--- src/rtl/vend_ctrl.sv ---
// Vending machine transaction sequencer: credit accumulation, price check,
// vend strobe and paced change return. All outputs come straight from registers.
module vend_ctrl #(
    parameter int CREDIT_W   = 8,
    parameter int COIN_VAL   = 10,
    parameter int PRICE_BASE = 20,
    parameter int PRICE_STEP = 10,
    parameter int MAX_CREDIT = 90,
    parameter int CHANGE_GAP = 3,
    parameter int ERR_HOLD   = 4
) (
    input  logic                clk,
    input  logic                rst,
    input  logic                coin_pulse,
    input  logic                buy_pulse,
    input  logic                cancel_pulse,
    input  logic [3:0]          item_sel,
    output logic [CREDIT_W-1:0] credit,
    output logic                vend_valid,
    output logic [1:0]          vend_item,
    output logic                change_pulse,
    output logic                coin_reject,
    output logic                err,
    output logic                busy,
    output logic [2:0]          state_code
);

    localparam int GAP_W  = $clog2(CHANGE_GAP + 1);
    localparam int HOLD_W = $clog2(ERR_HOLD + 1);

    localparam logic [CREDIT_W-1:0] COIN_C     = CREDIT_W'(COIN_VAL);
    localparam logic [CREDIT_W-1:0] COIN_LIMIT = CREDIT_W'(MAX_CREDIT - COIN_VAL);
    localparam logic [GAP_W-1:0]    GAP_RELOAD = GAP_W'(CHANGE_GAP - 1);
    localparam logic [HOLD_W-1:0]   HOLD_LOAD  = HOLD_W'(ERR_HOLD - 1);

    typedef enum logic [2:0] {
        ST_IDLE   = 3'd0,
        ST_CREDIT = 3'd1,
        ST_VEND   = 3'd2,
        ST_CHANGE = 3'd3,
        ST_ERROR  = 3'd4
    } state_t;

    state_t              state_reg, state_next;
    logic [CREDIT_W-1:0] credit_reg, credit_next;
    logic [1:0]          vend_item_reg, vend_item_next;
    logic                vend_valid_reg, vend_valid_next;
    logic                change_pulse_reg, change_pulse_next;
    logic                coin_reject_reg, coin_reject_next;
    logic                err_reg, err_next;
    logic                busy_reg, busy_next;
    logic [GAP_W-1:0]    gap_reg, gap_next;
    logic [HOLD_W-1:0]   hold_reg, hold_next;

    logic [CREDIT_W-1:0] price_tbl [4];
    logic [1:0]          sel_idx;
    logic                sel_onehot;
    logic [CREDIT_W-1:0] remainder;

    for (genvar gi = 0; gi < 4; gi++) begin : g_price
        assign price_tbl[gi] = CREDIT_W'(PRICE_BASE + gi * PRICE_STEP);
    end

    assign sel_onehot = ($countones(item_sel) == 1);

    always_comb begin
        sel_idx = 2'd0;
        for (int i = 0; i < 4; i++) begin
            if (item_sel[i]) begin
                sel_idx = 2'(i);
            end
        end
    end

    always_ff @(posedge clk) begin
        if (rst) begin
            state_reg        <= ST_IDLE;
            credit_reg       <= '0;
            vend_item_reg    <= '0;
            vend_valid_reg   <= 1'b0;
            change_pulse_reg <= 1'b0;
            coin_reject_reg  <= 1'b0;
            err_reg          <= 1'b0;
            busy_reg         <= 1'b0;
            gap_reg          <= '0;
            hold_reg         <= '0;
        end else begin
            state_reg        <= state_next;
            credit_reg       <= credit_next;
            vend_item_reg    <= vend_item_next;
            vend_valid_reg   <= vend_valid_next;
            change_pulse_reg <= change_pulse_next;
            coin_reject_reg  <= coin_reject_next;
            err_reg          <= err_next;
            busy_reg         <= busy_next;
            gap_reg          <= gap_next;
            hold_reg         <= hold_next;
        end
    end

    always_comb begin
        state_next        = state_reg;
        credit_next       = credit_reg;
        vend_item_next    = vend_item_reg;
        vend_valid_next   = 1'b0;
        change_pulse_next = 1'b0;
        coin_reject_next  = 1'b0;
        err_next          = 1'b0;
        gap_next          = gap_reg;
        hold_next         = hold_reg;
        remainder         = credit_reg - price_tbl[vend_item_reg];

        case (state_reg)
            ST_IDLE: begin
                if (coin_pulse) begin
                    credit_next = COIN_C;
                    state_next  = ST_CREDIT;
                end
            end
            ST_CREDIT: begin
                if (cancel_pulse) begin
                    // Every entry into CHANGE pays its first coin on the entry edge.
                    state_next        = ST_CHANGE;
                    credit_next       = credit_reg - COIN_C;
                    change_pulse_next = 1'b1;
                    gap_next          = GAP_RELOAD;
                    coin_reject_next  = coin_pulse;
                end else if (buy_pulse) begin
                    coin_reject_next = coin_pulse;
                    if (!sel_onehot || credit_reg < price_tbl[sel_idx]) begin
                        state_next = ST_ERROR;
                        err_next   = 1'b1;
                        hold_next  = HOLD_LOAD;
                    end else begin
                        state_next     = ST_VEND;
                        vend_item_next = sel_idx;
                    end
                end else if (coin_pulse) begin
                    if (credit_reg <= COIN_LIMIT) begin
                        credit_next = credit_reg + COIN_C;
                    end else begin
                        coin_reject_next = 1'b1;
                    end
                end
            end
            ST_VEND: begin
                coin_reject_next = coin_pulse;
                vend_valid_next  = 1'b1;
                if (remainder != '0) begin
                    state_next        = ST_CHANGE;
                    credit_next       = remainder - COIN_C;
                    change_pulse_next = 1'b1;
                    gap_next          = GAP_RELOAD;
                end else begin
                    state_next  = ST_IDLE;
                    credit_next = '0;
                end
            end
            ST_CHANGE: begin
                coin_reject_next = coin_pulse;
                if (credit_reg == '0) begin
                    state_next = ST_IDLE;
                    gap_next   = '0;
                end else if (gap_reg == '0) begin
                    credit_next       = credit_reg - COIN_C;
                    change_pulse_next = 1'b1;
                    gap_next          = GAP_RELOAD;
                end else begin
                    gap_next = gap_reg - 1'b1;
                end
            end
            ST_ERROR: begin
                coin_reject_next = coin_pulse;
                if (hold_reg == '0) begin
                    state_next = ST_CREDIT;
                end else begin
                    err_next  = 1'b1;
                    hold_next = hold_reg - 1'b1;
                end
            end
            default: begin
                state_next  = ST_IDLE;
                credit_next = '0;
            end
        endcase

        busy_next = (state_next == ST_VEND) || (state_next == ST_CHANGE) ||
                    (state_next == ST_ERROR);
    end

    assign credit       = credit_reg;
    assign vend_valid   = vend_valid_reg;
    assign vend_item    = vend_item_reg;
    assign change_pulse = change_pulse_reg;
    assign coin_reject  = coin_reject_reg;
    assign err          = err_reg;
    assign busy         = busy_reg;
    assign state_code   = state_reg;

endmodule
--- config.mk ---
export PLATFORM = sky130hd
export DESIGN_NAME = vend_ctrl
export DESIGN_NICKNAME = d
export VERILOG_FILES = /design/src/rtl/vend_ctrl.sv
export SDC_FILE = /design/constraint.sdc
export NUM_CORES = 1
export LEC_CHECK = 0
export CORE_ASPECT_RATIO = 0.6
export CORE_MARGIN = 3
export CORE_UTILIZATION = 30
export CTS_CLUSTER_DIAMETER = 60
export DETAILED_ROUTE_END_ITERATION = 10
export MAX_ROUTING_LAYER = met4
export PLACE_DENSITY_LB_ADDON = 0.3
export SYNTH_ARGS = -nofsm -noshare
export SYNTH_HDL_FRONTEND = slang
export SYNTH_SLANG_ARGS = --single-unit
--- constraint.sdc ---
create_clock -name clk -period 2.53 [get_ports clk]
set_input_delay 0.3795 -clock clk [delete_from_list [all_inputs] [get_ports clk]]
set_output_delay 0.3795 -clock clk [all_outputs]
set_load 0.01 [all_outputs]
==> results of run 1 <==
path summary, 6_finish.rpt:
| kind | slack (ns) | from | endpoint | cells after the start |
|---|---|---|---|---|
| max reg2reg | 0.07 | vend_item[0]$_SDFFE_PP0P_ | busy$_SDFF_PP0_ | 11 |
| min | 0.51 | hold_reg[1]$_SDFFE_PP0P_ | hold_reg[1]$_SDFFE_PP0P_ | 2 |
| min reg2reg | 0.51 | hold_reg[1]$_SDFFE_PP0P_ | hold_reg[1]$_SDFFE_PP0P_ | 2 |
| max | 0.07 | vend_item[0]$_SDFFE_PP0P_ | busy$_SDFF_PP0_ | 11 |
area by class of cell:
cell class | count | area (sq um)
inverters | 22 | 82.58
well taps | 87 | 108.9
clock buffers | 4 | 88.84
multi-input cells | 211 | 1765
repair buffers | 60 | 520.5
fillers | 680 | 3780
flip-flops and latches | 22 | 445.4
power breakdown:
part / internal (mW) / switching, mW
clock: 0.242 / 0.135
combinational: 1.01 / 1.13
sequential: 0.425 / 0.117
per-stage QoR:
step / hold WS [ns] / power [mW] / utilization (%)
2_1_floorplan: 0.4643 / 1.756 / -
3_3_place_gp: 0.4979 / 2.328 / 38.61
3_5_place_dp: 0.5010 / 2.328 / 38.61
4_1_cts: 0.5140 / 2.748 / 40.66
5_1_grt: 0.5526 / 3.302 / 44.34
6_report: 0.5112 / 3.051 / 44.34
layer usage:
| metal | share of wire [%] | routed length [microns] | up-vias | GRT usage, % |
|---|---|---|---|---|
| met4 | 0.47 | 29 | 0 | 1.563 |
| met5 | 0 | 0 | - | - |
| li1 | - | - | 1074 | - |
| met1 | 54 | 3311 | 993 | 24.83 |
| met2 | 39 | 2389 | 51 | 18.40 |
| met3 | 6.8 | 417 | 4 | 4.388 |
cell families after synthesis:
logic type,after synthesis
simple gates,97
xor+xnor,6
mux,2
buf+inv,39
flops,22
compound gates,82
other cells,1
fa+ha+maj,23
synth_stat cells (2+ instances only):
cell type and instances:
a221o_1 2, nor3_1 15, buf_4 3, nor4_2 2, nor3b_1 2, nand2b_1 3, buf_6 2, xnor2_1 4
o22ai_1 7, o221ai_1 2, fa_1 2, nor2_1 27, nand2_2 2, a21oi_1 22, mux2i_1 2, a21o_2 2
xor2_1 2, a221oi_1 3, nand3_1 3, buf_2 5, and2_1 2, inv_1 22, nor2b_1 2, a21o_1 4
a211oi_1 5, o21ai_0 15, o21ai_1 3, nand3b_1 4, dfxtp_1 22, ha_1 21, nor4_1 2, and3_1 3
a311oi_1 2, nand2_1 16, o21a_1 2, clkbuf_1 6
timing repair:
action | CTS | global route
pin swaps | 8 | 16
gates cloned | 0 | 0
hold endpoints to repair | 0 | 0
setup endpoints to repair | 8 | 16
buffers inserted | 0 | 5
resized for setup | 13 | 45
worst register-to-register path: stages (launching register included):
cell and delay [ns]:
dfxtp_4 0.38, inv_2 0.06, ha_4 0.24, ha_4 0.25, o21ai_2 0.16, a21oi_2 0.05
or4b_4 0.55, nand3_4 0.11, a31oi_4 0.12, buf_6 0.16, nor3_4 0.21, a21oi_2 0.07
==> summary.md, run 1 <==
| Metric | Value |
|---|---|
| Largest cells by area after synthesis | `dfxtp_1 21%, ha_1 12%, a21oi_1 5.2%` |
| Clk sinks | `22` |
| Number of flip-flops in the largest register | `7` |
| Largest delay share family, worst path | `simple AND/OR/NAND/NOR gates` |
| Post-synthesis cell type count | `65` |
| Worst-margin pin slew | `~0.65 ns` |
| Gr ovfl total | `0` |
| Pwr dens | `1013 nW/um^2` |
| CP Data Required Time | `2.68 ns` |
| Die Span X | `114.9 microns` |
| First-pass GRT wire length | `9867 microns` |
| Non-filler cells, final | `406` |
| Setup violations, final | `0` |
| Vert. Die Dim | `71.34 microns` |
| CP Capture Type | `flop` |
| Most common cell after layout, fill and taps aside | `buf_4` |
| Share of the synthesized area in the top cell type | `between 20% and 30%` |
| Slowest stage cell, crit path | `or4b_4` |
| Gate Count Post-Synth | `approximately 270` |
| CTS Buffer Depth | `2` |
| Yosys synthesis warning count | `0` |
| Die area | `8197 sq um` |
| Fmax | `406.9 MHz` |
| DR WL/cell | `15.14 microns` |
| Layout cells sized above 1 | `31.35%` |
| Row cnt | `23` |
| Worst-Skew Late Latency | `0.26 ns` |
| Seq cells post-synth | `22` |
| CTS tree | `yes` |
| Area delta synth->final | `41.09%` |
| Crit Path Class | `reg2reg` |
| Post-synthesis cell area | `between 2000 and 2500 sq um` |
| Predominant post-synthesis flop cell | `dfxtp_1` |
| Static leakage | `between 1 and 1.5 nW` |
| Largest net degree at the start of global routing | `19` |
| Post-Synth Adder-Cell Area | `14.19%` |
| Most frequent cells in the layout | `34 x buf_4, 23 x nor2_1, 22 x clkdlybuf4s50_1` |
| Simple-gate share of the synthesized area | `between 20% and 30%` |
| I/O Pins | `27` |
| Mux share of post-synthesis cell area | `0.9379%` |
| Pre-CTS WS | `-0.3880 ns` |
| Core area | `6792 sq um` |
| Crit path buffers/inverters | `2` |
| XOR/XNOR Fraction of Synth Area | `2.462%` |
| Area leader, netlist | `dfxtp_1` |
| CTS clk-pin slew, worst paths | `0.06 ns` |
| Iteration count of the initial detailed-routing pass | `4` |
| GRT Resource Usage Total | `15.29%` |
| Critical-path cell list | `inv_2, ha_4, ha_4, o21ai_2, a21oi_2, or4b_4, nand3_4, a31oi_4, buf_6, nor3_4, a21oi_2` |
| Final Hold Fails | `0` |
| Compound-Gate Fraction of Synth Area | `a little over a quarter` |
| Maximum VDD drop | `608.8 uV` |
| Crit path largest cell delay | `between 0.5 and 0.6 ns` |
| Routed WL | `about 6100 microns` |
| WP data arrival | `2.60 ns` |
| Number of H-tree levels | `1` |
| Vias in the first global route | `between 1500 and 2000` |
| Setup ws final | `0.07236 ns` |
| CTS root buf | `clkbuf_16` |
| Sequential area share after synthesis | `roughly a fifth` |
| Port bufs | `25` |
| Fin crit share | `97.14%` |
| Tmin final | `2.458 ns` |
| Area post-placement | `between 2000 and 3000 sq um` |
| Initial Utilization | `31.43%` |
| Clock buffer count from CTS | `3` |
| Max Slew Vio Count | `0` |
| Startpoint types | `flop` |
| Vias | `2122` |
| Vias per inst | `5.227` |
| Post-synth EDFFs | `0` |
| Max-Cap Viols | `0` |
| Placed Cells | `397` |
| Hold_buf cts | `0` |
| Nets | `352` |
| Syn nets | `304` |
| Asr flop ratio synth | `0%` |
| DR iter-0 viols | `121` |
| Detailed placement HPWL | `around 4700 microns` |
| Largest family of logic cells by synthesized area | `compound AO/OA/AOI/OAI gates` |
| Placer congestion estimate | `0.9504` |
| Clk_skew | `0.002284 ns` |
| Status | `complete, no violations` |
| DRC viols | `0` |
| Slew headroom | `56.77%` |
| N_diodes | `0` |
| DRT antenna net count | `0` |
| Crit path max fanout | `5` |
| Finished Cell Area | `between 3000 and 4000 sq um` |
| Number of antenna violations at the first check in global routing | `0` |
| Fin Setup TNS | `0 ns` |
| Hold Path Class | `reg2reg` |
| Syn Area/Cell | `7.848 sq um` |
Power figures use the tool's default switching activity.
==> inputs of run 2 (changes only) <==
--- a/config.mk
+++ b/config.mk
@@ -12,6 +12,7 @@
 export DETAILED_ROUTE_END_ITERATION = 10
 export MAX_ROUTING_LAYER = met4
 export PLACE_DENSITY_LB_ADDON = 0.3
+export SLEW_MARGIN = 20
 export SYNTH_ARGS = -nofsm -noshare
 export SYNTH_HDL_FRONTEND = slang
 export SYNTH_SLANG_ARGS = --single-unit
==> results of run 2 <==
Final layout, timing and power as in run 1 (identical DEF).
==> inputs of run 3 (changes only) <==
--- a/config.mk
+++ b/config.mk
@@ -8,8 +8,10 @@
 export CORE_ASPECT_RATIO = 0.6
 export CORE_MARGIN = 3
 export CORE_UTILIZATION = 30
+export CTS_BUF_LIST = sky130_fd_sc_hd__clkbuf_4 sky130_fd_sc_hd__clkbuf_8 sky130_fd_sc_hd__clkbuf_16
 export CTS_CLUSTER_DIAMETER = 60
 export DETAILED_ROUTE_END_ITERATION = 10
+export GPL_TIMING_DRIVEN = 0
 export MAX_ROUTING_LAYER = met4
 export PLACE_DENSITY_LB_ADDON = 0.3
 export SLEW_MARGIN = 20
==> run 3 against run 2 <==
Effect of this change:
- highest routed layer unchanged
- largest cell class unchanged
- first-iteration DRC count is 11% lower
- sequential share of layout area up 1.2 points
- register-to-register slack barely moved
==> summary.md, run 3 (synthesized netlist as in run 1, its figures left out) <==
| Metric | Value |
|---|---|
| Status | `complete, no violations (unchanged)` |
| Placed Cells | `382 (was 397)` |
| Hold Path Class | `in2reg (was reg2reg)` |
| Max-Cap Viols | `0 (unchanged)` |
| WP data arrival | `2.61 ns (was 2.60 ns)` |
| Setup ws final | `0.06637 ns (was 0.07236 ns)` |
| DR WL/cell | `15.31 microns (was 15.14 microns)` |
| CTS root buf | `clkbuf_16 (unchanged)` |
| Vias | `2062 (was 2122)` |
| Maximum VDD drop | `434.0 uV (was 608.8 uV)` |
| Max Slew Vio Count | `0 (unchanged)` |
| CP Capture Type | `flop (unchanged)` |
| Startpoint types | `flop (unchanged)` |
| I/O Pins | `27 (unchanged)` |
| Hold path startpoint | `rst (was hold_reg[1]$_SDFFE_PP0P_)` |
| First-pass GRT wire length | `9729 microns (was 9867 microns)` |
| Die Span X | `114.9 microns (unchanged)` |
| CTS Buffer Depth | `2 (unchanged)` |
| Clock buffer count from CTS | `3 (unchanged)` |
| DRT antenna net count | `0 (unchanged)` |
| N_diodes | `0 (unchanged)` |
| Vias per inst | `5.260 (was 5.227)` |
| Worst-margin pin slew | `0.5989 ns (was 0.6484 ns)` |
| Nets | `338 (was 352)` |
| CP Data Required Time | `2.67 ns (was 2.68 ns)` |
| Fmax | `405.9 MHz (was 406.9 MHz)` |
| Placer congestion estimate | `0.9973 (was 0.9504)` |
| Tot Pwr | `2.946 mW (was 3.051 mW)` |
| Worst R2R End | `state_code[1]$_SDFF_PP0_ (was busy$_SDFF_PP0_)` |
| Fin Setup TNS | `0 ns (unchanged)` |
| CTS clk-pin slew, worst paths | `0.06 ns (about the same)` |
| Clk_skew | `0.003239 ns (was 0.002284 ns)` |
| Crit path max fanout | `6 (was 5)` |
| Reg2Reg Depth | `12 (was 11)` |
| Row cnt | `23 (unchanged)` |
| Vias in the first global route | `1914 (was 1951)` |
| DR iter-0 viols | `108 (was 121)` |
| Hold endpoint | `credit[6]$_SDFFE_PP0P_ (was hold_reg[1]$_SDFFE_PP0P_)` |
| Most frequent cells in the layout | `26 x nor2_1, 20 x inv_1, 19 x a21oi_1, 19 x clkdlybuf4s50_1, 18 x dfxtp_1 (was 34 x buf_4, 23 x nor2_1, 22 x clkdlybuf4s50_1)` |
| Number of flip-flops in the largest register | `7 (unchanged)` |
| Initial Utilization | `31.43% (unchanged)` |
| CTS tree | `yes (unchanged)` |
| Non-filler cells, final | `392 (was 406)` |
| Number of antenna violations at the first check in global routing | `0 (unchanged)` |
| Pre-CTS WS | `-0.5788 ns (was -0.3880 ns)` |
| Number of H-tree levels | `1 (unchanged)` |
| Layout cells sized above 1 | `23.28% (was 31.35%)` |
| GRT Resource Usage Total | `15.22% (was 15.29%)` |
| Crit Path Class | `reg2reg (unchanged)` |
| Port bufs | `23 (was 25)` |
| Core area | `6792 sq um (unchanged)` |
| DRC viols | `0 (unchanged)` |
| Gr ovfl total | `0 (unchanged)` |
| Iteration count of the initial detailed-routing pass | `4 (unchanged)` |
| Routed WL | `6000 microns (was 6148 microns)` |
| Hold depth | `2 (unchanged)` |
| Worst-Skew Late Latency | `0.26 ns (about the same)` |
| R2R Setup Slk | `0.07 ns (about the same)` |
| Detailed placement HPWL | `4605 microns (was 4731 microns)` |
| Most common cell after layout, fill and taps aside | `nor2_1 (was buf_4)` |
| Fin crit share | `97.38% (was 97.14%)` |
| Setup violations, final | `0 (unchanged)` |
| Final Hold Fails | `0 (unchanged)` |
| Finished Cell Area | `2793 sq um (was 3012 sq um)` |
| Hold_buf cts | `0 (unchanged)` |
| Pwr dens | `1055 nW/um^2 (was 1013 nW/um^2)` |
| Area post-placement | `2474 sq um (was 2623 sq um)` |
| Static leakage | `1.086 nW (was 1.193 nW)` |
| Slew headroom | `60.07% (was 56.77%)` |
| Clk sinks | `22 (unchanged)` |
| Largest net degree at the start of global routing | `14 (was 19)` |
| RSZ-0062 raised after global routing | `yes` |
| Die area | `8197 sq um (unchanged)` |
| Vert. Die Dim | `71.34 microns (unchanged)` |
| Area delta synth->final | `30.83% (was 41.09%)` |
| Tmin final | `2.464 ns (was 2.458 ns)` |
| Reg-to-Reg Start | `credit[1]$_SDFFE_PP0P_ (was vend_item[0]$_SDFFE_PP0P_)` |
==> run 3: worst max-delay path by stage <==
stage | start | to | slack, ns
6_report | credit[1]$_SDFFE_PP0P_ | state_code[1]$_SDFF_PP0_ | 0.07
5_1_grt | credit[1]$_SDFFE_PP0P_ | state_code[1]$_SDFF_PP0_ | -0.03
4_1_cts | vend_item[0]$_SDFFE_PP0P_ | busy$_SDFF_PP0_ | -0.0008
3_5_place_dp | item_sel[3] | vend_item[0]$_SDFFE_PP0P_ | -0.58
3_3_place_gp | item_sel[3] | vend_item[0]$_SDFFE_PP0P_ | -0.56
2_1_floorplan | credit[1]$_SDFFE_PP0P_ | credit[6]$_SDFFE_PP0P_ | 0.07
==> run 3: layout make-up <==
class	instances	area (sq um)
fillers	695	3999
multi-input cells	211	1679
flip-flops and latches	22	447.9
repair buffers	29	270.3
well taps	87	108.9
plain buffers	17	96.34
inverters	22	85.08
clock buffers	3	75.07
clock inverters	1	30.03
==> run 3: stage by stage <==
step                utilization [%]  hold WS [ns]
floorplan                         -        0.4643
global placement              36.42        0.4840
detailed placement            36.42        0.4872
CTS                           38.63        0.3891
global route                  41.12        0.4071
finish                        41.12        0.3989
==> run 3: power by group <==
part / switching (mW) / internal (mW) / total, mW / leakage [nW]
Sequential: 0.102 / 0.431 / 0.533 / 0.182
Combinational: 1.09 / 0.874 / 1.96 / 0.853
Clock: 0.138 / 0.315 / 0.453 / 0.0511
==> run 3: layer usage <==
| layer | share of wire [%] | routed length, microns | GRT usage (%) |
|---|---|---|---|
| met1 | 54 | 3231 | 24.50 |
| met2 | 37 | 2246 | 18.85 |
| met3 | 8.4 | 501 | 3.882 |
| met4 | 0.35 | 21 | 1.953 |
| met5 | 0 | 0 | - |
==> run 3: worst max-delay path, stage by stage, from the launching register on <==
cell and delay, ns:
dfxtp_4 0.37, inv_4 0.07, ha_4 0.13, inv_2 0.04
fa_2 0.38, a21o_2 0.22, a31oi_4 0.18, a2bb2oi_2 0.17
buf_4 0.14, and2_4 0.15, a31oi_4 0.13, nor3_4 0.28
nor2_1 0.08
==> run 3: what timing repair did <==
action	CTS	global route
gates resized for setup	15	32
setup endpoints to repair	18	18
pin swaps	8	8
gates cloned	0	0
endpoints found under the hold margin	0	0
setup buffers	1	5
==> patch: new RTL, config.mk and constraints of run 3 <==
Put one more register stage on the output `err`. The value now appears one clock later. The other outputs are not delayed to match.
--- a/src/rtl/vend_ctrl.sv
+++ b/src/rtl/vend_ctrl.sv
@@ -194,5 +194,7 @@
     assign change_pulse = change_pulse_reg;
     assign coin_reject  = coin_reject_reg;
-    assign err          = err_reg;
+    always_ff @(posedge clk) begin
+        err <= err_reg;
+    end
     assign busy         = busy_reg;
     assign state_code   = state_reg;
Formal check against the unedited RTL: not equivalent (Yosys sat finds a counterexample within 4 cycles, from zero or initial values and one cycle with rst high).
==> patch against run 3 <==
  * The flow now finishes with violations (setup timing)
  * Area after synthesis is 6.0% lower
  * Sequential cell count is 1 higher
  * Worst setup slack worse by 81 ps
  * Design area is 3.9% lower
  * Worst hold slack worse by 52 ps
  * Routed wire length is 2.1% higher
  * Total power is 22% lower
  * Critical path type unchanged
  * Highest routed layer unchanged
==> patch: results <==
{
  "worst_hold_startpoint": "err_reg",
  "wl_met3_um": 432,
  "cts_root_buffer_type": "sky130_fd_sc_hd__clkbuf_8",
  "worst_slack_ps": -14.9,
  "yosysUniqueCellTypes": 53,
  "route.met2.wl_um": 2430,
  "gp_congestion": 0.897,
  "pre_cts_ws_ps": -564,
  "synth_commonest_cells": "28 x sky130_fd_sc_hd__nor2_1, 27 x sky130_fd_sc_hd__inv_1, 23 x sky130_fd_sc_hd__dfxtp_1",
  "synthesis.nets": 297,
  "synth.mux.area_fraction_pct": 0.998,
  "grt_first_pass_wirelength_um": 9810,
  "routed_wl_um": 6130,
  "synth_sequential_area_ratio_pct": 23.0,
  "detailedPlacementHpwl_um": 4670,
  "top_cells_by_area_synth": "sky130_fd_sc_hd__dfxtp_1 23%, sky130_fd_sc_hd__ha_1 13%, sky130_fd_sc_hd__nor2_1 5.2%, sky130_fd_sc_hd__inv_1 5.1%, sky130_fd_sc_hd__o21ai_0 4.7%",
  "power.ir.vdd_worst_uv": 387,
  "finalNetCount": 336,
  "setup_viol_count_final": 1,
  "leak_pwr_nw": 1.09,
  "min-delay-path-class": "flop to flop",
  "grt_util_all_layers_pct": 15.8,
  "failed_checks": "setup timing",
  "first_global_vias": 1961,
  "maximum_fanout_along_the_worst_path": 4,
  "tightest_pin_transition_ps": 699,
  "dr.pass1.iters": 5,
  "grt_start_max_net_pins": 13,
  "outcome": "finished, violations left",
  "clk_pin_slew_ps": 80,
  "powerDensity_mw_per_mm2": 856,
  "worst_clock_skew_ps": 3.39,
  "port_buffers": 25,
  "synth_xor_area_share_pct": 2.62
}
[patch: cell count changes after synthesis, moves of 4 or more]
cell                      before  now
sky130_fd_sc_hd__inv_1        22   27
sky130_fd_sc_hd__o22ai_1       7    2
sky130_fd_sc_hd__nand2_1      16   22
sky130_fd_sc_hd__a21oi_1      22   17
sky130_fd_sc_hd__o21ai_0      15   19
[patch: timing repair]
item                                   4_1_cts  5_1_grt
gates cloned                                 0        0
resized for setup                           25       25
setup endpoints to repair                   19       18
pin swaps                                   12       16
endpoints found under the hold margin        0        0
buffers inserted                             5        4
[patch: logic make-up after synthesis]
| family | Yosys count |
|---|---|
| other | 1 |
| and+or+nand+nor | 87 |
| AOI/OAI and AO/OA | 84 |
| adders and majority gates | 23 |
| muxes | 2 |
| xor gates and xnor gates | 6 |
| buffers and inverters | 39 |
| DFF | 23 |
[patch: worst paths after layout]
path                            slack, ps  cells after the start   endpoint
worst max-delay path                  -10                     11  credit[2]
worst min-delay path                  350                      0        err
worst max register to register        -10                     11  credit[2]
worst min register to register        350                      0        err
[patch: area by class of cell]
class | count | area, um2
buffer | 12 | 68.8
clock buffer | 4 | 48.8
fill | 639 | 3620
inverter | 27 | 106
multi-input combinational | 203 | 1560
sequential | 23 | 467
tap | 84 | 105
timing repair buffer | 34 | 323
[patch: per-stage QoR]
stage	std cells	setup TNS [ps]
after global placement	374	-4740
after floorplan	265	0
final	387	-14.9
after detailed placement	374	-5160
after global routing	387	-325
after CTS	383	-168
[patch: power breakdown]
group / switching, mW / internal, mW
sequential: 0.0964 / 0.435
combinational: 0.843 / 0.674
clock: 0.124 / 0.123
[patch: per-layer routing]
layer	track usage (%)	vias to the layer above
met1	24.0	938
li1	-	1022
met4	4.18	0
met2	20.1	62
met5	-	-
met3	4.27	10
